**config.mk**
```make
export PLATFORM = sky130hd
export DESIGN_NAME = cache_arbiter
export DESIGN_NICKNAME = d
export VERILOG_FILES = /design/src/rtl/cache_arb_pkg.sv /design/src/rtl/sat_counter.sv /design/src/rtl/cache_arbiter.sv
export SDC_FILE = /design/constraint.sdc
export NUM_CORES = 1
export LEC_CHECK = 0
export CAP_MARGIN = 20
export CORE_UTILIZATION = 37
export DETAILED_ROUTE_END_ITERATION = 16
export PLACE_DENSITY = 0.79
export SLEW_MARGIN = 40
export SYNTH_ARGS = -nofsm -noshare
export SYNTH_HDL_FRONTEND = slang
export SYNTH_SLANG_ARGS = --single-unit
```
**constraint.sdc**
```tcl
create_clock -name clk -period 2.09 [get_ports clk]
set_input_delay 0.3135 -clock clk [delete_from_list [all_inputs] [get_ports clk]]
set_output_delay 0.3135 -clock clk [all_outputs]
set_load 0.01 [all_outputs]
```
**src/rtl/cache_arb_pkg.sv**
```systemverilog
`default_nettype none
// ============================================================================
// Module      : cache_arb_pkg
// Description : Shared types and constants for the two-port cache arbiter.
// Revision    : 1.0 - initial release
// ============================================================================
package cache_arb_pkg;

    typedef enum logic [1:0] {
        ARB_IDLE = 2'd0,
        ARB_BUSY = 2'd1,
        ARB_RESP = 2'd2
    } arb_state_t;

    localparam int PORT_IF  = 0;
    localparam int PORT_MEM = 1;

    localparam logic [31:0] CNT_MAX = 32'hFFFF_FFFF;

endpackage : cache_arb_pkg
`default_nettype wire

```
**src/rtl/sat_counter.sv**
```systemverilog
`default_nettype none
// ============================================================================
// Module      : sat_counter
// Description : 32-bit event counter that sticks at CNT_MAX instead of wrapping.
// Revision    : 1.0 - initial release
// ============================================================================
module sat_counter
    import cache_arb_pkg::*;
(
    input  logic        clk,
    input  logic        rst,
    input  logic        inc,
    output logic [31:0] o_count
);

    logic [31:0] r_count;

    always_ff @(posedge clk) begin
        if (rst) begin
            r_count <= 32'd0;
        end else if (inc && (r_count != CNT_MAX)) begin
            r_count <= r_count + 32'd1;
        end
    end

    assign o_count = r_count;

endmodule : sat_counter
`default_nettype wire

```
**src/rtl/cache_arbiter.sv**
```systemverilog
`default_nettype none
// ============================================================================
// Module      : cache_arbiter
// Description : Serialises an instruction port and a data port onto one
//               blocking cache, with saturating hit/miss counters.
//               CACHE_ARB_RR_EN defined   -> round-robin on ties.
//               CACHE_ARB_RR_EN undefined -> port 1 always wins ties.
// Revision    : 1.0 - initial release
// ============================================================================
module cache_arbiter
    import cache_arb_pkg::*;
#(
    parameter int ADDR_W = 32,
    parameter int DATA_W = 32
) (
    input  logic              clk,
    input  logic              rst,
    input  logic              p0_req,
    input  logic              p0_we,
    input  logic [ADDR_W-1:0] p0_addr,
    input  logic [DATA_W-1:0] p0_wdata,
    output logic              p0_ack,
    output logic [DATA_W-1:0] p0_rdata,
    input  logic              p1_req,
    input  logic              p1_we,
    input  logic [ADDR_W-1:0] p1_addr,
    input  logic [DATA_W-1:0] p1_wdata,
    output logic              p1_ack,
    output logic [DATA_W-1:0] p1_rdata,
    output logic [ADDR_W-1:0] cache_addr,
    output logic              cache_rd_req,
    output logic              cache_wr_req,
    output logic [DATA_W-1:0] cache_wr_data,
    input  logic              cache_miss,
    input  logic [DATA_W-1:0] cache_rd_data,
    output logic [31:0]       hit_cnt,
    output logic [31:0]       miss_cnt
);

    arb_state_t        r_state;
    arb_state_t        w_state_next;
    logic              r_owner;
    logic              r_is_wr;
    logic              r_first_busy;
    logic [ADDR_W-1:0] r_addr;
    logic [DATA_W-1:0] r_wdata;
    logic              w_any_req;
    logic              w_grant;
    logic              w_winner;
    logic              w_hit_inc;
    logic              w_miss_inc;

    assign w_any_req = p0_req | p1_req;
    assign w_grant   = (r_state == ARB_IDLE) && w_any_req;

`ifdef CACHE_ARB_RR_EN
    logic r_last;

    // On a tie the port that did not win last time is served.
    always_comb begin
        w_winner = 1'(PORT_IF);
        if (p0_req && p1_req) begin
            w_winner = ~r_last;
        end else if (p1_req) begin
            w_winner = 1'(PORT_MEM);
        end
    end

    always_ff @(posedge clk) begin
        if (rst) begin
            r_last <= 1'b1;
        end else if (w_grant) begin
            r_last <= w_winner;
        end
    end
`else
    assign w_winner = p1_req;
`endif

    always_ff @(posedge clk) begin
        if (rst) begin
            r_state <= ARB_IDLE;
        end else begin
            r_state <= w_state_next;
        end
    end

    always_comb begin
        w_state_next = r_state;
        cache_rd_req = 1'b0;
        cache_wr_req = 1'b0;
        p0_ack       = 1'b0;
        p1_ack       = 1'b0;
        case (r_state)
            ARB_IDLE: begin
                if (w_any_req) begin
                    w_state_next = ARB_BUSY;
                end
            end
            ARB_BUSY: begin
                cache_rd_req = ~r_is_wr;
                cache_wr_req = r_is_wr;
                if (!cache_miss) begin
                    w_state_next = ARB_RESP;
                end
            end
            ARB_RESP: begin
                p0_ack       = (r_owner == 1'(PORT_IF));
                p1_ack       = (r_owner == 1'(PORT_MEM));
                w_state_next = ARB_IDLE;
            end
            default: begin
                w_state_next = ARB_IDLE;
            end
        endcase
    end

    // Access attributes are captured once at grant and held for the whole access.
    always_ff @(posedge clk) begin
        if (rst) begin
            r_owner      <= 1'b0;
            r_is_wr      <= 1'b0;
            r_addr       <= '0;
            r_wdata      <= '0;
            r_first_busy <= 1'b0;
        end else begin
            r_first_busy <= w_grant;
            if (w_grant) begin
                r_owner <= w_winner;
                r_is_wr <= w_winner ? p1_we    : p0_we;
                r_addr  <= w_winner ? p1_addr  : p0_addr;
                r_wdata <= w_winner ? p1_wdata : p0_wdata;
            end
        end
    end

    assign cache_addr    = r_addr;
    assign cache_wr_data = r_wdata;
    assign p0_rdata      = cache_rd_data;
    assign p1_rdata      = cache_rd_data;

    // Hit or miss is judged only on the first busy cycle, so each access counts once.
    assign w_hit_inc  = (r_state == ARB_BUSY) && r_first_busy && !cache_miss;
    assign w_miss_inc = (r_state == ARB_BUSY) && r_first_busy &&  cache_miss;

    sat_counter u_hit_cnt (
        .clk     (clk),
        .rst     (rst),
        .inc     (w_hit_inc),
        .o_count (hit_cnt)
    );

    sat_counter u_miss_cnt (
        .clk     (clk),
        .rst     (rst),
        .inc     (w_miss_inc),
        .o_count (miss_cnt)
    );

endmodule : cache_arbiter
`default_nettype wire
```
### Yosys cells after proc, flatten, opt, wreduce, memory -nomap -nowiden

Index checks and enable logic that the tools add are counted.
Widths: inputs -> output; s select.

* add/sub/neg operators: 2
* equal/unequal tests: 6
* muxes and demuxes: 10
* bitwise logic cells: 3
* reduce and logical (&&, ||, !) cells: 9

Operator list (count)
* $add 32x1->32 const B: 2
* $mux 32: 2
* $ne 32x32->1 const B: 2
* $logic_and 1x1->1: 6
* $mux 1: 5
* $mux 2: 2
* $ne 2x2->1 const B: 2
* $pmux 2 s2: 1
* $eq 2x1->1 const B: 1
* $eq 2x2->1 const B: 1
* $logic_not 2->1: 1
* $not 1->1: 2
* $reduce_and 2->1: 1
* $logic_not 1->1: 1
* $or 1x1->1: 1

* flip-flop bits (word level): 133
* input port bits: 167
* output and inout bits: 196
* word-level logic and storage cells: 38

### Depth between registers and ports, before layout

Gate-level depths: netlist of the first run.

* depth in word-level cells: 4
* gate-level depth with buffers: 8
* mapped depth without buffers: 6

### By module

A second synthesis of the first run with hierarchy kept.

* cells, all modules: 784
* area total of the unflattened synthesis: 7243.2 um2

Modules (own cells, without submodules)
* cache_arbiter: times used 1, cells an instance 386, area each 3895.0 um2, seq. area each 1381.3 um2
* sat_counter: times used 2, cells an instance 199, area each 1674.1 um2, seq. area each 640.6 um2

### Least setup slack after synthesis of the first run

Ideal clock, no wire load.

* kind: reg2reg
* start point: register u_miss_cnt.r_count[18] (netlist: u_miss_cnt.o_count[18])
* end point: register u_miss_cnt.r_count[20] (netlist: u_miss_cnt.o_count[20])
* library setup time: 0.121 ns
* arrival time: 1.950 ns
* required time: 1.969 ns
* slack: 0.019 ns
* stages on the path, launching flop included: 7
* buffers on the path: 1
* period minus slack after synthesis: 2.071 ns
* cells stage by stage: dfxtp_1 -> nand4_2 -> or4_4 -> nor3_4 -> buf_6 -> nor4_2 -> mux2_4

* word-level cells in the longest chain between the ends: 2
* elaborated cells on any way between the ends: 3
* classes of those cells: 1 x add/sub; 1 x eq/ne; 1 x reduce/logical

Ends and longest elaborated chain
* start: declaration: RTL line sat_counter.sv:16 `logic [31:0] r_count;`
* start signal: assignment: RTL line sat_counter.sv:22 `r_count <= r_count + 32'd1;`
* parallel branches: the longest is 2 deep, another holds $add 32x1->32

Several ways; the timed one is not identified.
A chain may end at the register's enable or synchronous reset.

### Worst setup path in the final report of the first run

* start point: register u_miss_cnt.r_count[22] (netlist: u_miss_cnt.o_count[22])
* end point: register u_miss_cnt.r_count[7] (netlist: u_miss_cnt.o_count[7])

* word-level cells in the longest chain between the ends: 2

Ends and longest elaborated chain
* $ne 32x32->1: RTL line sat_counter.sv:21 `end else if (inc && (r_count != CNT_MAX)) begin`
* $logic_and 1x1->1: RTL line sat_counter.sv:21

No other way between the ends.

==> results of run 1 <==
layer usage:
| layer | GRT usage [%] | share of wire [%] | up-vias |
|---|---|---|---|
| met2 | 36.47 | 49 | 260 |
| li1 | - | - | 3363 |
| met5 | 0 | 0.11 | - |
| met4 | 6.073 | 1.4 | 4 |
| met3 | 8.376 | 8.8 | 26 |
| met1 | 24.95 | 40 | 3197 |
worst max path at each step:
stage / start / slack [ps] / end
6_report: u_miss_cnt.o_count[22] / 80 / u_miss_cnt.o_count[7]
5_1_grt: u_miss_cnt.o_count[1] / -30 / u_miss_cnt.o_count[16]
4_1_cts: u_miss_cnt.o_count[22] / 60 / u_miss_cnt.o_count[20]
3_5_place_dp: cache_miss / -230 / u_hit_cnt.o_count[12]
3_3_place_gp: cache_miss / -200 / u_hit_cnt.o_count[22]
2_1_floorplan: u_miss_cnt.o_count[18] / 20 / u_miss_cnt.o_count[20]
registers in the layout, summed over array words and instances, names as in the netlist:
name,flops
cache_wr_data,32
cache_addr,32
r_state,2
u_hit_cnt.o_count,32
u_miss_cnt.o_count,32
r_first_busy,1
r_is_wr,1
r_owner,1
through the flow:
| stage | instance area, um^2 | cells | TNS [ps] |
|---|---|---|---|
| after global placement | 9978 | 1258 | -4785 |
| after detailed placement | 9978 | 1258 | -5447 |
| after global routing | 10580 | 1290 | -28.53 |
| after CTS | 10530 | 1290 | 0 |
| final | 10580 | 1290 | 0 |
| after floorplan | 7039 | 794 | 0 |
power by group:
group / switching, mW / internal (mW) / total (mW)
combinational: 0.491 / 0.680 / 1.17
clock: 1.22 / 1.59 / 2.81
sequential: 0.0846 / 2.69 / 2.77
timing repair:
action	CTS	global route
gates resized for setup	5	9
pin swaps	0	1
setup endpoints to repair	4	11
cells by family after synthesis:
group	count (synthesis)
and+or+nand+nor	297
adders and majority gates	2
AOI/OAI and AO/OA	155
xor gates and xnor gates	9
DFF	133
muxes	80
buffers and inverters	118
worst register-to-register path, cell delays in order, from the launching register on:
cell and delay [ps]:
dfxtp_1 340, nand4_2 130, or4_4 590, nor3_4 280
buf_12 210, nor3_2 70, mux2_4 290
cell usage in the layout, fill, tap and decap left out, drive strengths merged, types with 2 or more instances in the layout:
cell type,n
a2111oi,2
a211oi,67
a21oi,37
and3,12
and4,11
buf,80
clkbuf,19
clkdlybuf4s50,261
clkinv,5
clkinvlp,5
dfxtp,133
dlygate4sd2,3
ha,2
inv,7
mux2,13
mux2i,67
nand2,25
nand2b,6
nand3,29
nand4,21
nor2,105
nor2b,13
nor3,11
nor3b,3
nor4,15
o2111ai,3
o21ai,21
o21ba,2
o21bai,2
o31ai,14
or2,2
or3,25
or4,15
xnor2,4
xor2,5
synthesized netlist by cell type (6+ instances only):
| cell type | instances |
|---|---|
| a211oi_1 | 67 |
| a21oi_1 | 36 |
| and3_1 | 12 |
| and4_1 | 11 |
| buf_1 | 6 |
| buf_2 | 7 |
| buf_4 | 64 |
| clkbuf_1 | 33 |
| dfxtp_1 | 133 |
| mux2_1 | 6 |
| mux2_4 | 6 |
| mux2i_1 | 67 |
| nand2_1 | 25 |
| nand2b_1 | 6 |
| nand3_1 | 29 |
| nand4_1 | 19 |
| nor2_1 | 104 |
| nor2b_1 | 13 |
| nor3_1 | 8 |
| nor4_1 | 11 |
| o21ai_0 | 16 |
| o31ai_1 | 13 |
| or3_1 | 25 |
| or4_1 | 14 |
final cells by class:
| cell class | instances | area, um^2 | share of cell area (%) |
|---|---|---|---|
| multi-input combinational | 543 | 3692 | 34.91 |
| sequential | 133 | 2666 | 25.21 |
| inverter | 4 | 15.01 | 0.1420 |
| clock buffer | 19 | 452.9 | 4.283 |
| tap | 234 | 292.8 | 2.769 |
| timing repair buffer | 344 | 3356 | 31.73 |
| clock inverter | 13 | 100.1 | 0.9465 |
==> out/qor.yml, run 1 <==
outcome:
  outcome: "complete, no violations"
hold_path:
  min_path_cells: 3
  hold_class: "in2reg"
  hold_start: "p1_req"
  hold_end: "r_first_busy"
sta:
  finalCritPeriodShare_pct: 96.06
  relSlewSlack_pct: 57.60
  slew_viol_final: 0
  layout_setup_ws_ps: 82.41
  fin_crit_ps: 2008
  hold_viol: 0
  finalClockSkew_ps: 12.46
  finalSetupViolations: 0
  timing.hold.ws_ps: 267.6
  fmax_mhz: 498.1
  max_slew.worst_pin.slew_ps: 636.0
logic_synthesis:
  synth_area_um2: 7039
  yosys_warnings: 0
  synth_compound_area_share_pct: 15.14
  synth_top_family_by_area: "simple AND/OR/NAND/NOR gates"
  ys_types: 62
  synth_edf_count: 0
  yosysTopAreaCellShare_pct: 37.82
  syn-num-nets: 963
  synthSimpleGateAreaFrac_pct: 23.27
  ys_seq_area_share_pct: 37.82
  synth_fa_ha_area_share_pct: 0.3555
  synth_mux_area_share_pct: 11.93
  syn_avg_cell_area_um2: 8.866
  yosys-top-cells-area: "dfxtp_1 38%, mux2i_1 9.5%, a211oi_1 7.1%, buf_4 6.8%, nor2_1 5.5%"
  synthXorXnorAreaFrac_pct: 1.120
  synth_top_cell_by_area: "dfxtp_1"
  synthArstFlopShare_pct: 0
  syn_inst: 794
  synth_seq_cells: 133
  synthFlopType: "dfxtp_1"
global_route:
  grt_usage_pct: 21.46
  antenna_found_initial: 2
  grt_first_pass_wirelength_um: 33450
  first_global_vias: 6522
  grt_max_degree: 67
  grt_overflow_total: 0
worst_setup_path:
  cp_max_fo: 31
  worstReg2RegEnd: "u_miss_cnt.o_count[7]"
  worstReg2RegStart: "u_miss_cnt.o_count[22]"
  r2r_slack_ps: 80
  path_class: "reg2reg"
  critPathBufInv: 1
  end_kind: "register"
  rr_worst_depth: 6
  crit_family: "simple AND/OR/NAND/NOR gates"
  crit_required_ps: 2400
  path_cells: "nand4_2 -> or4_4 -> nor3_4 -> buf_12 -> nor3_2 -> mux2_4"
  arrival_ps: 2320
  path_depth: 6
  slowest_delay_ps: 590
  crit_slowest_cell: "or4_4"
  startpoint_type: "register"
placement:
  portBuffers: 266
  hpwl_um: 15710
  dp_slack_ps: -231.3
  place.gp.congestion: 0.8489
drt:
  ant_nets: 0
  routedWlPerCell_um: 16.48
  vias_per_cell: 5.310
  first_iter_violations: 304
  dr.pass1.iters: 4
  routed_wl_um: 21260
  drc: 0
  vias: 6850
clock_tree:
  cts_sinks: 133
  insertion_delay_ps: 420
  cts_tree: "built"
  clockRootBuffer: "clkbuf_16"
  clock_path_buffers: 2
  post_cts_buffers: 0
  numCtsBuffers: 17
  holdBufCountCts: 0
  clk_pin_slew_ps: 60
  htreeDepth: 4
finish:
  finish.utilization_pct: 56.54
  drive_gt1_share_pct: 13.92
  n_antenna_cell: 0
  syn2layout_area_growth_pct: 50.23
  fill_cells: 1648
  nNetsFinal: 1212
die:
  die_x_um: 139.9
  die_area_um2: 19580
  die_height_um: 139.9
  num_rows: 50
  io_pins: 363
  core-area_um2: 18710
  floorplan.initialDensity_pct: 37.63
power_and_ir_drop:
  irDropWorstVdd_mv: 0.5149
  p_per_area_nw_per_um2: 638.5
  leakage_nw: 3.972
  power_mw: 6.752
run:
  cap_violations: 0
(Power assumes the default switching activity.)
==> run 2, diff against run 1 <==
--- a/config.mk
+++ b/config.mk
@@ -5,10 +5,10 @@
 export SDC_FILE = /design/constraint.sdc
 export NUM_CORES = 1
 export LEC_CHECK = 0
-export CAP_MARGIN = 20
 export CORE_UTILIZATION = 37
 export DETAILED_ROUTE_END_ITERATION = 16
 export PLACE_DENSITY = 0.79
+export REMOVE_ABC_BUFFERS = 1
 export SLEW_MARGIN = 40
 export SYNTH_ARGS = -nofsm -noshare
 export SYNTH_HDL_FRONTEND = slang
==> run 2 against run 1 <==
Compared with the run above:
- register-to-register slack barely moved
- fmax shrank 0.13%
- sequential cell count did not move
- largest cell class unchanged
==> out/qor.yml, run 2 (synthesized netlist as in run 1, its figures left out) <==
outcome:
  outcome: "complete, no violations"  # unchanged
worst_setup_path:
  cp_max_fo: 5  # was 31
  arrival_ps: 2320  # about the same
  crit_start: "u_hit_cnt.o_count[20]"  # was u_miss_cnt.o_count[22]
  path_class: "reg2reg"  # unchanged
  critPathBufInv: 0  # was 1
  crit_family: "simple AND/OR/NAND/NOR gates"  # unchanged
  end_kind: "register"  # unchanged
  startpoint_type: "register"  # unchanged
  crit_slowest_cell: "nor4_1"  # was or4_4
  crit_required_ps: 2400  # about the same
  path_cells: "nand4_1 -> nor4_1 -> nand3_1 -> and4_1 -> mux2_1"  # was nand4_2 -> or4_4 -> nor3_4 -> buf_12 -> nor3_2 -> mux2_4
  slowest_delay_ps: 520  # was 590 ps
  worstReg2RegStart: "u_hit_cnt.o_count[20]"  # was u_miss_cnt.o_count[22]
power_and_ir_drop:
  power_mw: 6.688  # was 6.752 mW
  p_per_area_nw_per_um2: 634.6  # was 638.5 nW/um^2
  leakage_nw: 3.962  # was 3.972 nW
  irDropWorstVdd_mv: 0.5799  # was 0.5149 mV
global_route:
  grt_usage_pct: 24.08  # was 21.46%
  first_global_vias: 6748  # was 6,522
  grt_overflow_total: 0  # unchanged
  grt_first_pass_wirelength_um: 36750  # was 33,450 um
  antenna_found_initial: 1  # was 2
  grt_max_degree: 70  # was 67
sta:
  rsz0062_at_grt: "false"
  hold_viol: 0  # unchanged
  fin_crit_ps: 2010  # was 2008 ps
  finalCritPeriodShare_pct: 96.18  # was 96.06%
  max_slew.worst_pin.slew_ps: 557.6  # was 636.0 ps
  finalClockSkew_ps: 14.22  # was 12.46 ps
  relSlewSlack_pct: 62.83  # was 57.60%
  finalSetupViolations: 0  # unchanged
  layout_setup_ws_ps: 79.75  # was 82.41 ps
  slew_viol_final: 0  # unchanged
  fmax_mhz: 497.5  # was 498.1 MHz
finish:
  final_common_cell: "clkdlybuf4s50_1"  # unchanged
  syn2layout_area_growth_pct: 49.72  # was 50.23%
  finish.utilization_pct: 56.34  # was 56.54%
  layout_common_cells: "260 x clkdlybuf4s50_1, 129 x dfxtp_1, 104 x nor2_1, 72 x buf_4"  # was 261 x clkdlybuf4s50_1, 130 x dfxtp_1, 104 x nor2_1, 70 x buf_4
  multi_input_area_um2: 3691  # was 3692 um^2
  seq_area_um2: 2668  # was 2666 um^2
  fill_cells: 1625  # was 1,648
  nNetsFinal: 1211  # was 1,212
  drive_gt1_share_pct: 13.84  # was 13.92%
  final_area_um2: 10540  # was 10,580 um^2
drt:
  drc: 0  # unchanged
  first_iter_violations: 310  # was 304
  dr.pass1.iters: 5  # was 4
  routedWlPerCell_um: 18.59  # was 16.48 um
  ant_nets: 0  # unchanged
  vias_per_cell: 5.402  # was 5.310
  routed_wl_um: 24000  # was 21,260 um
  vias: 6974  # was 6,850
run:
  cap_violations: 0  # unchanged
die:
  core-area_um2: 18710  # unchanged
  die_area_um2: 19580  # unchanged
  io_pins: 363  # unchanged
  die_height_um: 139.9  # unchanged
  floorplan.initialDensity_pct: 37.63  # unchanged
  num_rows: 50  # unchanged
  die_x_um: 139.9  # unchanged
clock_tree:
  clk_pin_slew_ps: 60  # about the same
  cts_tree: "built"  # unchanged
  htreeDepth: 4  # unchanged
  insertion_delay_ps: 430  # was 420 ps
  post_cts_buffers: 0  # unchanged
  numCtsBuffers: 17  # unchanged
  clockRootBuffer: "clkbuf_16"  # unchanged
  cts_sinks: 133  # unchanged
  holdBufCountCts: 0  # unchanged
  clock_path_buffers: 2  # unchanged
placement:
  portBuffers: 266  # unchanged
  dp_slack_ps: -238.2  # was -231.3 ps
  hpwl_um: 17680  # was 15,710 um
  placed_area_um2: 9926  # was 9978 um^2
  place.gp.congestion: 0.8699  # was 0.8489
hold_path:
  hold_start: "p1_req"  # unchanged
  hold_class: "in2reg"  # unchanged
-- run 2: worst paths after layout --
path | slack (ps) | to | depth (start not counted)
worst max-delay path | 80 | u_hit_cnt.o_count[13] | 5
worst min-delay path | 350 | r_first_busy | 3
worst max register to register | 80 | u_hit_cnt.o_count[13] | 5
worst min register to register | 500 | cache_addr[25] | 2
-- run 2: report_power, final --
group / internal, mW / switching [mW] / total, mW
logic: 0.661 / 0.489 / 1.15
clock network: 1.55 / 1.22 / 2.77
registers: 2.69 / 0.0821 / 2.77
total: 4.90 / 1.79 / 6.69
-- run 2: what timing repair did --
action | in CTS | in global routing
setup endpoints to repair | 4 | 9
gates resized for setup | 4 | 10
pin swaps | 0 | 3
gates cloned | 0 | 1
-- run 2: worst reg2reg max path, delay by kind of cell, from the launching register on --
kind	cells	cell delay [ps]
simple gates	4	1260
flops	1	340
mux	1	310
-- run 2: layer usage --
| metal | routed length, um | up-vias | share of wire [%] | global-route usage (%) |
|---|---|---|---|---|
| met5 | 59 | - | 0.25 | 3.509 |
| met4 | 529 | 3 | 2.2 | 8.386 |
| met3 | 2915 | 37 | 12 | 13.88 |
| met2 | 10430 | 317 | 43 | 35.61 |
| met1 | 10060 | 3252 | 42 | 28.63 |
| li1 | - | 3365 | - | - |
-- run 2: metrics by stage --
step | cells | setup TNS, ps | hold WS [ps]
6_report | 1291 | 0 | 351.8
5_1_grt | 1290 | 0 | 377.3
4_1_cts | 1288 | 0 | 330.5
3_5_place_dp | 1256 | -5768 | 489.9
3_3_place_gp | 1256 | -4001 | 485.3
2_1_floorplan | 680 | -375440 | 375.9
-- run 2: cell type report --
| type | count | share of cell area, % |
|---|---|---|
| inverters | 4 | 0.1425 |
| flip-flops and latches | 133 | 25.31 |
| clock buffers | 18 | 4.167 |
| diodes | 2 | 0.04749 |
| repair buffers | 343 | 31.53 |
| multi-input cells | 543 | 35.02 |
| clock inverters | 14 | 0.9973 |
| well taps | 234 | 2.778 |
==> run 3, diff against run 2 <==
--- a/config.mk
+++ b/config.mk
@@ -6,6 +6,7 @@
 export NUM_CORES = 1
 export LEC_CHECK = 0
 export CORE_UTILIZATION = 37
+export CTS_BUF_LIST = sky130_fd_sc_hd__clkbuf_4
 export DETAILED_ROUTE_END_ITERATION = 16
 export PLACE_DENSITY = 0.79
 export REMOVE_ABC_BUFFERS = 1
==> run 3 against run 2 <==
Compared with the run above:
- critical path depth grew 1
- register-to-register slack is essentially flat
- clock power shrank 45%
- final cell count shrank 0.15%
- critical endpoint is now u_miss_cnt.o_count[20]
- worst setup slack gained 11 ps
- largest power group unchanged
- final area shrank 3.2%
- worst hold slack lost 130 ps
==> out/qor.yml, run 3 (synthesized netlist as in run 1, its figures left out) <==
global_route:
  grt_overflow_total: 0  # unchanged
  antenna_found_initial: 1  # unchanged
  grt_usage_pct: 23.71  # was 24.08%
  grt_first_pass_wirelength_um: 36150  # was 36,750 um
  first_global_vias: 6685  # was 6,748
  grt_max_degree: 70  # unchanged
die:
  die_x_um: 139.9  # unchanged
  die_height_um: 139.9  # unchanged
  core-area_um2: 18710  # unchanged
  io_pins: 363  # unchanged
  floorplan.initialDensity_pct: 37.63  # unchanged
  num_rows: 50  # unchanged
  die_area_um2: 19580  # unchanged
sta:
  finalSetupViolations: 0  # unchanged
  timing.hold.ws_ps: 219.3  # was 351.8 ps
  relSlewSlack_pct: 63.39  # was 62.83%
  slew_viol_final: 0  # unchanged
  max_slew.worst_pin.slew_ps: 549.2  # was 557.6 ps
  fin_crit_ps: 1999  # was 2010 ps
  hold_viol: 0  # unchanged
  layout_setup_ws_ps: 90.79  # was 79.75 ps
  finalClockSkew_ps: 16.05  # was 14.22 ps
  finalCritPeriodShare_pct: 95.66  # was 96.18%
  fmax_mhz: 500.2  # was 497.5 MHz
  rsz0062_at_grt: "true"  # was false
placement:
  hpwl_um: 17680  # unchanged
  place.gp.congestion: 0.8699  # unchanged
  portBuffers: 266  # unchanged
  dp_slack_ps: -238.2  # unchanged
clock_tree:
  cts_sinks: 133  # unchanged
  holdBufCountCts: 0  # unchanged
  post_cts_buffers: 0  # unchanged
  clockRootBuffer: "clkbuf_4"  # was clkbuf_16
  insertion_delay_ps: 550  # was 430 ps
  htreeDepth: 4  # unchanged
  clock_path_buffers: 2  # unchanged
  numCtsBuffers: 17  # unchanged
  clk_pin_slew_ps: 120  # was 60 ps
  cts_tree: "built"  # unchanged
run:
  cap_violations: 0  # unchanged
worst_setup_path:
  path_class: "reg2reg"  # unchanged
  cp_max_fo: 40  # was 5
  end_kind: "register"  # unchanged
  arrival_ps: 2450  # was 2320 ps
  startpoint_type: "register"  # unchanged
  crit_required_ps: 2540  # was 2400 ps
drt:
  ant_nets: 0  # unchanged
  routed_wl_um: 23420  # was 24,000 um
  vias: 6944  # was 6,974
  dr.pass1.iters: 4  # was 5
  routedWlPerCell_um: 18.17  # was 18.59 um
  drc: 0  # unchanged
  vias_per_cell: 5.387  # was 5.402
  first_iter_violations: 272  # was 310
power_and_ir_drop:
  irDropWorstVdd_mv: 0.3676  # was 0.5799 mV
  leakage_nw: 3.814  # was 3.962 nW
  intPower_mw: 3.817  # was 4.901 mW
  p_per_area_nw_per_um2: 533.0  # was 634.6 nW/um^2
  p_seq_share_pct: 51.0  # was 41.4%
  switching_share_pct: 29.77  # was 26.73%
  power_frac_clock_pct: 27.9  # was 41.4%
  power_mw: 5.435  # was 6.688 mW
  p_sw_mw: 1.618  # was 1.788 mW
  combPwrFrac_pct: 21.1  # was 17.2%
finish:
  drive_gt1_share_pct: 14.04  # was 13.84%
  fill_cells: 1655  # was 1,625
  final_common_cell: "clkdlybuf4s50_1"  # unchanged
  syn2layout_area_growth_pct: 44.86  # was 49.72%
  layout_common_cells: "260 x clkdlybuf4s50_1, 126 x dfxtp_1, 104 x nor2_1, 72 x buf_4"  # was 260 x clkdlybuf4s50_1, 129 x dfxtp_1, 104 x nor2_1, 72 x buf_4
  nNetsFinal: 1210  # was 1,211
outcome:
  outcome: "complete, no violations"  # unchanged
hold_path:
  hold_class: "in2reg"  # unchanged
-- run 3: cell types whose count changed in the layout (fill, tap and decap cells not counted), sizes merged --
| cell | before | now |
|---|---|---|
| diode | 2 | 1 |
| clkinv | 7 | 8 |
| dlygate4sd2 | 4 | 2 |
-- run 3: worst paths after layout --
path | from | end | slack, ps | cells past startpoint
max | u_miss_cnt.o_count[22] | u_miss_cnt.o_count[20] | 90 | 6
min reg2reg | cache_wr_data[19] | cache_wr_data[19] | 500 | 2
min | p1_req | r_first_busy | 220 | 3
max reg2reg | u_miss_cnt.o_count[22] | u_miss_cnt.o_count[20] | 90 | 6
-- run 3: power groups by stage --
stage	combinational [mW]	clock, mW	sequential (mW)
6_report	1.15	1.52	2.77
3_3_place_gp	1.14	0	2.82
2_1_floorplan	0.390	0	2.89
5_1_grt	1.24	1.69	2.79
4_1_cts	1.16	1.58	2.77
3_5_place_dp	1.15	0	2.82
-- run 3: cell type report --
cell class,instances,area (um^2),area share (%)
multi-input combinational,543,3689,36.17
timing repair buffer,342,3291,32.27
sequential,133,2671,26.20
tap,234,292.8,2.871
clock buffer,17,127.6,1.252
clock inverter,15,108.9,1.067
inverter,4,15.01,0.1472
antenna,1,2.502,0.02454
-- run 3: timing repair --
| action | CTS | global route |
|---|---|---|
| resized for setup | 6 | 16 |
| endpoints found under the setup margin | 4 | 13 |
| gates cloned | 0 | 0 |
-- run 3: metrics by stage --
step           instances  area [um^2]  TNS (ps)  utilization, %
6_report            1289        10200         0           54.52
5_1_grt             1289        10200    -14.08           54.52
4_1_cts             1288        10160         0           54.31
3_5_place_dp        1256         9926     -5768           53.06
3_3_place_gp        1256         9926     -4001           53.06
2_1_floorplan        680         6325   -375440               -
-- run 3: critical path: stages (launching register included) --
cell and delay [ps]:
dfxtp_2 360, nand4_2 110, or4_4 580, nor3_4 230
buf_12 230, nor4_2 80, mux2_4 300
-- run 3: routing by layer --
metal	GRT usage [%]	share of wire (%)	up-vias
li1	-	-	3363
met1	28.25	41	3248
met2	35.11	44	299
met3	13.95	12	31
met4	7.519	2.0	3
met5	3.509	0.25	-
